===== config.mk =====
export PLATFORM = sky130hd
export DESIGN_NAME = line_arbiter
export DESIGN_NICKNAME = d
export VERILOG_FILES = /design/src/rtl/line_arbiter.sv
export SDC_FILE = /design/constraint.sdc
export NUM_CORES = 1
export LEC_CHECK = 0
export CORE_AREA = 2 2 537 539
export DETAILED_ROUTE_END_ITERATION = 6
export DIE_AREA = 0 0 539 541
export REMOVE_ABC_BUFFERS = 1
export SLEW_MARGIN = 20
export SYNTH_ARGS = -nofsm -noshare
export SYNTH_HDL_FRONTEND = slang
export SYNTH_SLANG_ARGS = --single-unit

===== constraint.sdc =====
create_clock -name clk -period 1.6 [get_ports clk]
set_input_delay 0.32 -clock clk [delete_from_list [all_inputs] [get_ports clk]]
set_output_delay 0.32 -clock clk [all_outputs]
set_load 0.03 [all_outputs]

===== src/rtl/line_arbiter.sv =====
// line_arbiter: shares one cacheline adaptor port between the I-cache and D-cache.
// One requester is granted at a time; its command is latched at grant and the
// adaptor completion pulse is steered back to the granted cache only.
module line_arbiter #(
    parameter int unsigned LINE_W     = 256,
    parameter int unsigned ADDR_W     = 32,
    parameter int unsigned FIXED_PRIO = 0
) (
    input  logic              clk,
    input  logic              reset_n,
    // I-cache line side
    input  logic              i_read,
    input  logic [ADDR_W-1:0] i_address,
    output logic [LINE_W-1:0] i_rdata,
    output logic              i_resp,
    // D-cache line side
    input  logic              d_read,
    input  logic              d_write,
    input  logic [ADDR_W-1:0] d_address,
    input  logic [LINE_W-1:0] d_wdata,
    output logic [LINE_W-1:0] d_rdata,
    output logic              d_resp,
    // adaptor side
    output logic              mem_read,
    output logic              mem_write,
    output logic [ADDR_W-1:0] mem_address,
    output logic [LINE_W-1:0] mem_wdata,
    input  logic [LINE_W-1:0] mem_rdata,
    input  logic              mem_resp
);

    typedef enum logic [1:0] {
        IDLE    = 2'd0,
        SERVE_I = 2'd1,
        SERVE_D = 2'd2
    } state_t;

    localparam logic GRANT_I = 1'b0;
    localparam logic GRANT_D = 1'b1;

    state_t            state;
    state_t            state_nxt;
    logic              last_grant;
    logic              last_grant_nxt;
    logic              mem_read_nxt;
    logic              mem_write_nxt;
    logic [ADDR_W-1:0] mem_address_nxt;
    logic [LINE_W-1:0] mem_wdata_nxt;
    logic              req_i;
    logic              req_d;
    logic              grant_d;

    assign req_i = i_read;
    assign req_d = d_read | d_write;

    // Read data is broadcast; each cache only consumes it on its own resp.
    assign i_rdata = mem_rdata;
    assign d_rdata = mem_rdata;

    // State, grant history and latched downstream command.
    always_ff @(posedge clk or negedge reset_n) begin
        if (!reset_n) begin
            state       <= IDLE;
            last_grant  <= GRANT_D;
            mem_read    <= 1'b0;
            mem_write   <= 1'b0;
            mem_address <= '0;
            mem_wdata   <= '0;
        end else begin
            state       <= state_nxt;
            last_grant  <= last_grant_nxt;
            mem_read    <= mem_read_nxt;
            mem_write   <= mem_write_nxt;
            mem_address <= mem_address_nxt;
            mem_wdata   <= mem_wdata_nxt;
        end
    end

    // Arbitration, next-state and completion steering.
    always_comb begin
        state_nxt       = state;
        last_grant_nxt  = last_grant;
        mem_read_nxt    = mem_read;
        mem_write_nxt   = mem_write;
        mem_address_nxt = mem_address;
        mem_wdata_nxt   = mem_wdata;
        grant_d         = 1'b0;
        i_resp          = 1'b0;
        d_resp          = 1'b0;

        case (state)
            IDLE: begin
                mem_read_nxt  = 1'b0;
                mem_write_nxt = 1'b0;
                if (req_i && req_d) begin
                    grant_d = (FIXED_PRIO != 0) ? 1'b1 : (last_grant == GRANT_I);
                end else begin
                    grant_d = req_d;
                end
                if (req_i || req_d) begin
                    if (grant_d) begin
                        // A simultaneous read+write is resolved as a write.
                        state_nxt       = SERVE_D;
                        last_grant_nxt  = GRANT_D;
                        mem_address_nxt = d_address;
                        mem_wdata_nxt   = d_wdata;
                        mem_write_nxt   = d_write;
                        mem_read_nxt    = ~d_write;
                    end else begin
                        state_nxt       = SERVE_I;
                        last_grant_nxt  = GRANT_I;
                        mem_address_nxt = i_address;
                        mem_read_nxt    = 1'b1;
                        mem_write_nxt   = 1'b0;
                    end
                end
            end
            SERVE_I: begin
                i_resp = mem_resp;
                if (mem_resp) begin
                    state_nxt     = IDLE;
                    mem_read_nxt  = 1'b0;
                    mem_write_nxt = 1'b0;
                end
            end
            SERVE_D: begin
                d_resp = mem_resp;
                if (mem_resp) begin
                    state_nxt     = IDLE;
                    mem_read_nxt  = 1'b0;
                    mem_write_nxt = 1'b0;
                end
            end
            default: begin
                state_nxt     = IDLE;
                mem_read_nxt  = 1'b0;
                mem_write_nxt = 1'b0;
            end
        endcase
    end

endmodule

==> results.tsv, run 1 <==
stage	metric	value	unit
outcome	status	finished with violations	
outcome	violations	negative setup slack	
place	place.detailed.hpwl	319100	um
timing	holdWs	0.1818	ns
die	die_h	541	um
synthesis	yosysUniqueCellTypes	26	
cts	cts_buffer_depth	3	
timing	worst_pin_slew	0.7824	ns
cts	cts.sink_count	293	
die	core	286400	um2
synthesis	syn_area_per_cell	12.43	um2
timing	fin_ws	-0.3319	ns
worst_setup_path	cp.required	2.08	ns
pwr	seq_power_share	0.232	
layout	instances_no_fill	5286	
global_route	grt_pass1_vias	11780	
worst_setup_path	r2r-end	mem_wdata[211]	
worst_setup_path	r2r_slack	-0.33	ns
global_route	gr-usage-all-layers	0.2362	
pwr	combPwrFrac	0.631	
worst_setup_path	r2r-start	state[0]	
route	drcViolationCount	0	
worst_setup_path	crit_type	register to register	
worst_hold_path	hp-class	input pin to async pin	
synthesis	yosys_warnings	0	
synthesis	seq_area_frac_synth	0.4824	
pwr	p_sw_frac	0.4548	
global_route	grt_pass1_wl	384200	um
route	drt-initial-drc-count	1352	
timing	max-slew-margin-rel	0.4784	
cts	insertion_delay	0.62	ns
pwr	p_int	37.05	mW
place	dpl.cell_count	5142	
place	place_congestion	0.9246	
timing	max_freq	517.6	MHz
global_route	grt_max_degree	51	
layout	finalCoreUtilization	0.09656	
cts	clk_pin_slew	0.06	ns
die	die_area	291600	um2
cts	root_buffer	clkbuf_16	
die	dieWidth	539	um
worst_setup_path	cp.arrival	2.41	ns
layout	synthToLayoutAreaGrowth	81.93	%
layout	fin_nets	2041	
timing	hold_viol	0	
layout	drive_gt1_frac	0.5357	
route	routed_via_density	2.600	
die	initial_core_util	0.05308	
route	wl_per_cell	67.32	um
worst_setup_path	crit_fanout	8	
pwr	cellLeakagePower	10.34	nW
route	dr.pass1.iters	6	
die	io-pin-count	1386	
pwr	switchingPower	30.90	mW
die	row_count	197	
cts	cts_made_buffers	39	
timing	clock_skew	0.01249	ns
global_route	antenna_found_initial	226	
timing	final.min_clock_period	1.932	ns
synthesis	ys_ff_latch	293	
route	postRouteWirelength	355900	um
cts	cts_tree	yes	
route	vias	13750	
pwr	ir_drop	1.069	mV
pwr	power_frac_clock	0.136	
pwr	powerDensity	2457	nW/um2
timing	setup_viol	291	
route	antenna_left	0	
place	port_buffers	617	
timing	period_share	1.207	
global_route	overflow	0	
timing	rsz0062_at_grt	yes	
timing	drv_slew	0	
worst_setup_path	endpoint_kind	register	
worst_setup_path	start_kind	register	
synthesis	netlist_area	15200	um2
synthesis	synthesis.instances	1223	
worst_setup_path	reg2regPathDepth	9	
place	place_ws	-0.8877	ns
run	drv_cap	0	
cts	htree_num_levels	2	
==> synth_stat cells <==
| cell | count | area share |
|---|---|---|
| a21oi_1 | 1 | 0.00033 |
| o21ai_0 | 33 | 0.011 |
| a211oi_1 | 1 | 0.00049 |
| o21bai_1 | 1 | 0.00049 |
| clkbuf_1 | 2 | 0.00049 |
| a32oi_1 | 1 | 0.00058 |
| nor2_1 | 1 | 0.00025 |
| o2bb2ai_2 | 1 | 0.00099 |
| nand3_1 | 1 | 0.00033 |
| nor2b_1 | 1 | 0.00041 |
| nand2_1 | 36 | 0.0089 |
| inv_1 | 4 | 0.00099 |
| and2_1 | 2 | 0.00082 |
| o31ai_1 | 1 | 0.00049 |
| o22ai_1 | 2 | 0.00082 |
| mux2i_1 | 32 | 0.021 |
| nand2b_1 | 1 | 0.00041 |
| nand3b_4 | 1 | 0.0013 |
| a21o_1 | 1 | 0.00049 |
| dfstp_2 | 1 | 0.0017 |
| buf_2 | 11 | 0.0036 |
| buf_6 | 25 | 0.019 |
| buf_4 | 512 | 0.25 |
| mux2_2 | 256 | 0.19 |
| ha_1 | 3 | 0.0025 |
| dfrtp_1 | 292 | 0.48 |
==> how the worst max path moves through the flow <==
stage,slack [ns],cells after the start,start,to
after detailed placement,-0.89,7,d_write,mem_wdata[211]
after CTS,-0.35,5,state[1],i_resp
after floorplan,-2.49,2,d_read,mem_address[0]
after global placement,-0.95,7,d_read,mem_wdata[129]
final,-0.33,9,state[0],mem_wdata[211]
after global routing,-0.38,5,state[1],i_resp
==> cell type report <==
type                       instances  area, um2
timing repair buffer             742      10240
multi-input combinational        376       3948
clock buffer                      49       1055
tap                             3781       4731
fill                           32720     258800
sequential                       293       7368
clock inverter                    22      252.7
inverter                           4      15.01
antenna                           19      47.55
==> placed cells by master, fill, tap and decap left out, types with 2 or more instances in the layout <==
master | synthesis | final
clkdlybuf4s50_1 | 0 | 324
buf_12 | 0 | 275
dfrtp_1 | 292 | 264
mux2_2 | 256 | 228
clkbuf_16 | 0 | 53
buf_2 | 11 | 45
buf_4 | 512 | 44
nand2_1 | 36 | 35
mux2_4 | 0 | 28
dfrtp_2 | 0 | 28
mux2i_1 | 32 | 25
buf_6 | 25 | 20
diode_2 | 0 | 19
o21ai_1 | 0 | 19
buf_8 | 0 | 14
o21ai_2 | 0 | 11
clkinv_2 | 0 | 7
clkbuf_1 | 2 | 7
buf_16 | 0 | 6
clkinvlp_4 | 0 | 5
mux2i_4 | 0 | 4
bufinv_16 | 0 | 4
mux2i_2 | 0 | 3
o21ai_0 | 33 | 3
ha_4 | 0 | 3
inv_6 | 0 | 3
inv_2 | 0 | 2
and2_4 | 0 | 2
inv_1 | 4 | 2
o22ai_1 | 2 | 2
clkinv_4 | 0 | 2
clkbuf_8 | 0 | 2
==> power groups by stage <==
stage | Clock (mW) | Combinational [mW] | Sequential [mW]
floorplan | 0 | 5.63 | 20.6
CTS | 9.58 | 42.4 | 15.7
global placement | 0 | 39.6 | 15.6
detailed placement | 0 | 39.8 | 15.8
global route | 9.90 | 45.1 | 16.2
finish | 9.26 | 42.9 | 15.8
==> critical path, cell delays in order, from the launching register on <==
cell and delay (ns):
dfrtp_1 0.41, inv_2 0.09, buf_6 0.10, ha_4 0.14, nand3b_4 0.15, buf_12 0.18
buf_12 0.14, buf_6 0.12, buf_12 0.14, mux2_4 0.30
==> repair_timing <==
action | CTS | global route
gates resized for setup | 295 | 149
setup endpoints to repair | 347 | 317
pin swaps | 4 | 4
gates cloned | 17 | 13
hold buffers | 1 | 0
endpoints found under the hold margin | 135 | 0
setup buffers | 27 | 17
==> kinds of logic after synthesis <==
| group | after synthesis | share of synthesized area |
|---|---|---|
| buffers and inverters | 554 | 0.2765 |
| DFF | 293 | 0.4824 |
| muxes | 288 | 0.2107 |
| and+or+nand+nor | 43 | 0.01243 |
| AOI/OAI and AO/OA | 42 | 0.01556 |
| adders and majority gates | 3 | 0.002469 |
==> sequential cells by signal, summed over array words and instances (netlist names) <==
register     count
mem_wdata      256
mem_address     32
state            2
last_grant       1
mem_read         1
mem_write        1
==> routing by layer <==
layer  up-vias  global-route usage  routed length, um
met5         -              0.1904               7783
met3       653              0.3264             102200
met2      2795              0.3635             152500
li1       4037                   -                  -
met4        53              0.1157              23400
met1      6208              0.1271              69990
==> metrics by stage <==
stage | TNS (ns) | area, um2 | total power [mW]
after floorplan | -602.43 | 11010 | 26.24
after global placement | -244.02 | 25040 | 55.23
after CTS | -53.84 | 27210 | 67.73
after detailed placement | -226.02 | 25040 | 55.53
after global routing | -70.43 | 27650 | 71.25
final | -62.19 | 27660 | 67.95
No activity file was read; power rests on OpenSTA's default activity.
==> run 2, diff against run 1 <==
- GPL_TIMING_DRIVEN: not set -> 0
==> results.tsv, run 2 (synthesis results as in run 1) <==
stage	metric	value	unit	change
worst_setup_path	slowest_delay	0.40	ns	was 0.41 ns
layout	instances_no_fill	5281		was 5286
pwr	cellLeakagePower	9.647	nW	was 10.34 nW
cts	root_buffer	clkbuf_16		unchanged
place	place_ws	-1.486	ns	was -0.8877 ns
run	drv_cap	0		unchanged
layout	largest-register	mem_wdata		unchanged
route	drcViolationCount	0		unchanged
layout	fin_nets	2027		was 2041
worst_setup_path	r2r-start	state[0]		unchanged
timing	period_share	1.253		was 1.207
die	die_area	291600	um2	unchanged
route	vias	13760		was 13750
worst_setup_path	crit_buf_inv	5		was 6
route	postRouteWirelength	358900	um	was 355900 um
route	routed_via_density	2.606		was 2.600
place	place_congestion	0.9072		was 0.9246
cts	clk_pin_slew	0.07	ns	was 0.06 ns
global_route	overflow	0		unchanged
layout	reg_top3	mem_wdata: 256 flops, mem_address: 32 flops, state: 2 flops		unchanged
cts	cts_made_buffers	42		was 39
outcome	violations	negative setup slack		unchanged
cts	cts_buffer_depth	3		unchanged
timing	rsz0062_at_grt	yes		unchanged
worst_setup_path	slowest_stage	dfrtp_1		unchanged
global_route	antenna_found_initial	236		was 226
global_route	gr-usage-all-layers	0.2386		was 0.2362
worst_setup_path	cpMostUsedCell	buf_16		was buf_12
die	core	286400	um2	unchanged
worst_setup_path	cp.required	2.11	ns	was 2.08 ns
worst_setup_path	start_kind	register		unchanged
timing	fin_ws	-0.4056	ns	was -0.3319 ns
timing	clock_skew	0.05759	ns	was 0.01249 ns
pwr	ir_drop	0.8942	mV	was 1.069 mV
route	wl_per_cell	67.96	um	was 67.32 um
layout	drive_gt1_frac	0.5098		was 0.5357
die	dieWidth	539	um	unchanged
timing	drv_slew	0		unchanged
timing	final.min_clock_period	2.006	ns	was 1.932 ns
die	row_count	197		unchanged
timing	max-slew-margin-rel	0.3612		was 0.4784
worst_setup_path	endpoint_kind	register		unchanged
place	place.detailed.hpwl	317700	um	was 319100 um
worst_setup_path	crit_fanout	6		was 8
global_route	grt_pass1_wl	387900	um	was 384200 um
pwr	powerDensity	2447	nW/um2	was 2457 nW/um2
die	initial_core_util	0.05308		unchanged
global_route	grt_max_degree	90		was 51
layout	synthToLayoutAreaGrowth	68.84	%	was 81.93%
layout	layout_commonest_cell	clkdlybuf4s50_1		unchanged
cts	cts.sink_count	293		unchanged
worst_setup_path	crit_chain	inv_2, ha_4, nand3b_4, buf_16, buf_16, buf_12, buf_16, mux2_4		was inv_2, buf_6, ha_4, nand3b_4, buf_12, buf_12, buf_6, buf_12, mux2_4
outcome	status	finished with violations		unchanged
worst_setup_path	cp.arrival	2.51	ns	was 2.41 ns
route	dr.pass1.iters	5		was 6
timing	setup_viol	282		was 291
cts	cts_tree	yes		unchanged
timing	holdWs	0.01300	ns	was 0.1818 ns
global_route	grt_pass1_vias	11750		was 11780
worst_setup_path	r2r-end	mem_wdata[31]		was mem_wdata[211]
cts	htree_num_levels	2		unchanged
timing	max_freq	498.6	MHz	was 517.6 MHz
die	io-pin-count	1386		unchanged
worst_setup_path	reg2regPathDepth	8		was 9
die	die_h	541	um	unchanged
worst_setup_path	critical_path.top_delay_family	buffers and inverters		unchanged
timing	worst_pin_slew	0.9525	ns	was 0.7824 ns
layout	largest_reg_flops	256		unchanged
timing	setup_tns	-91.01	ns	was -62.19 ns
place	port_buffers	617		unchanged
layout	final_cell_mix	323 x clkdlybuf4s50_1, 292 x dfrtp_1, 223 x mux2_2		was 324 x clkdlybuf4s50_1, 275 x buf_12, 264 x dfrtp_1
route	antenna_left	0		unchanged
worst_setup_path	r2r_slack	-0.41	ns	was -0.33 ns
worst_setup_path	crit_type	register to register		unchanged
route	drt-initial-drc-count	1382		was 1352
place	dpl.cell_count	5086		was 5142
cts	insertion_delay	0.64	ns	was 0.62 ns
worst_hold_path	hp-class	input pin to async pin		unchanged
timing	hold_viol	0		unchanged
[run 2: cell types whose count changed in the layout (fill, tap and decap cells not counted), sizes merged]
cell           before  now
buf               404  389
bufbuf              0    1
bufinv              4    6
clkbuf             62   60
clkdlybuf4s50     324  323
clkinv             10   12
clkinvlp            5    2
diode              19   25
dlygate4sd2         0    1
dlygate4sd3         1    4
o31ai               1    2
[run 2: repair_timing]
item,CTS,global route
endpoints found under the hold margin,76,76
buffers inserted,46,23
resized for setup,1957,112
cloned,27,7
pin swaps,3,4
setup endpoints to repair,572,341
[run 2: worst max path at each step]
stage	endpoint	cells past startpoint	slack, ns	startpoint
2_1_floorplan	mem_address[0]	2	-2.49	d_read
3_3_place_gp	mem_wdata[54]	1	-14.44	reset_n
3_5_place_dp	mem_wdata[106]	7	-1.49	d_write
4_1_cts	mem_wdata[121]	7	-0.43	last_grant
5_1_grt	mem_wdata[93]	8	-0.45	state[0]
6_report	mem_wdata[31]	8	-0.41	state[0]
[run 2: tightest hold or removal path: cells and delay by family]
kind	cells	cell delay, ns
buffers and inverters	5	0.61
[run 2: metal layers]
layer	GRT usage	up-vias	routed length, um
li1	-	4028	-
met1	0.1311	6151	72090
met2	0.3631	2843	152800
met3	0.3256	687	101400
met4	0.1265	52	25120
met5	0.1876	-	7426
[run 2: layout make-up]
class / instances / area (um2)
diodes: 25 / 62.56
clock buffers: 54 / 1176
clock inverters: 23 / 349.1
fillers: 33010 / 260800
inverters: 4 / 15.01
multi-input cells: 377 / 4010
flip-flops and latches: 293 / 7333
well taps: 3781 / 4731
repair buffers: 724 / 7990
[run 2: per-stage QoR]
step / instance area (um2) / util / power, mW
floorplan: 11010 / - / 26.24
global placement: 21920 / 0.07654 / 36.25
detailed placement: 22310 / 0.07791 / 46.87
CTS: 25150 / 0.08779 / 62.43
global route: 25650 / 0.08957 / 65.98
finish: 25670 / 0.08961 / 62.79
[run 2: where the power goes]
part	internal, mW	switching, mW	leakage, nW
Clock	6.24	4.37	0.745
Sequential	11.3	2.64	3.45
Combinational	14.7	23.5	5.46
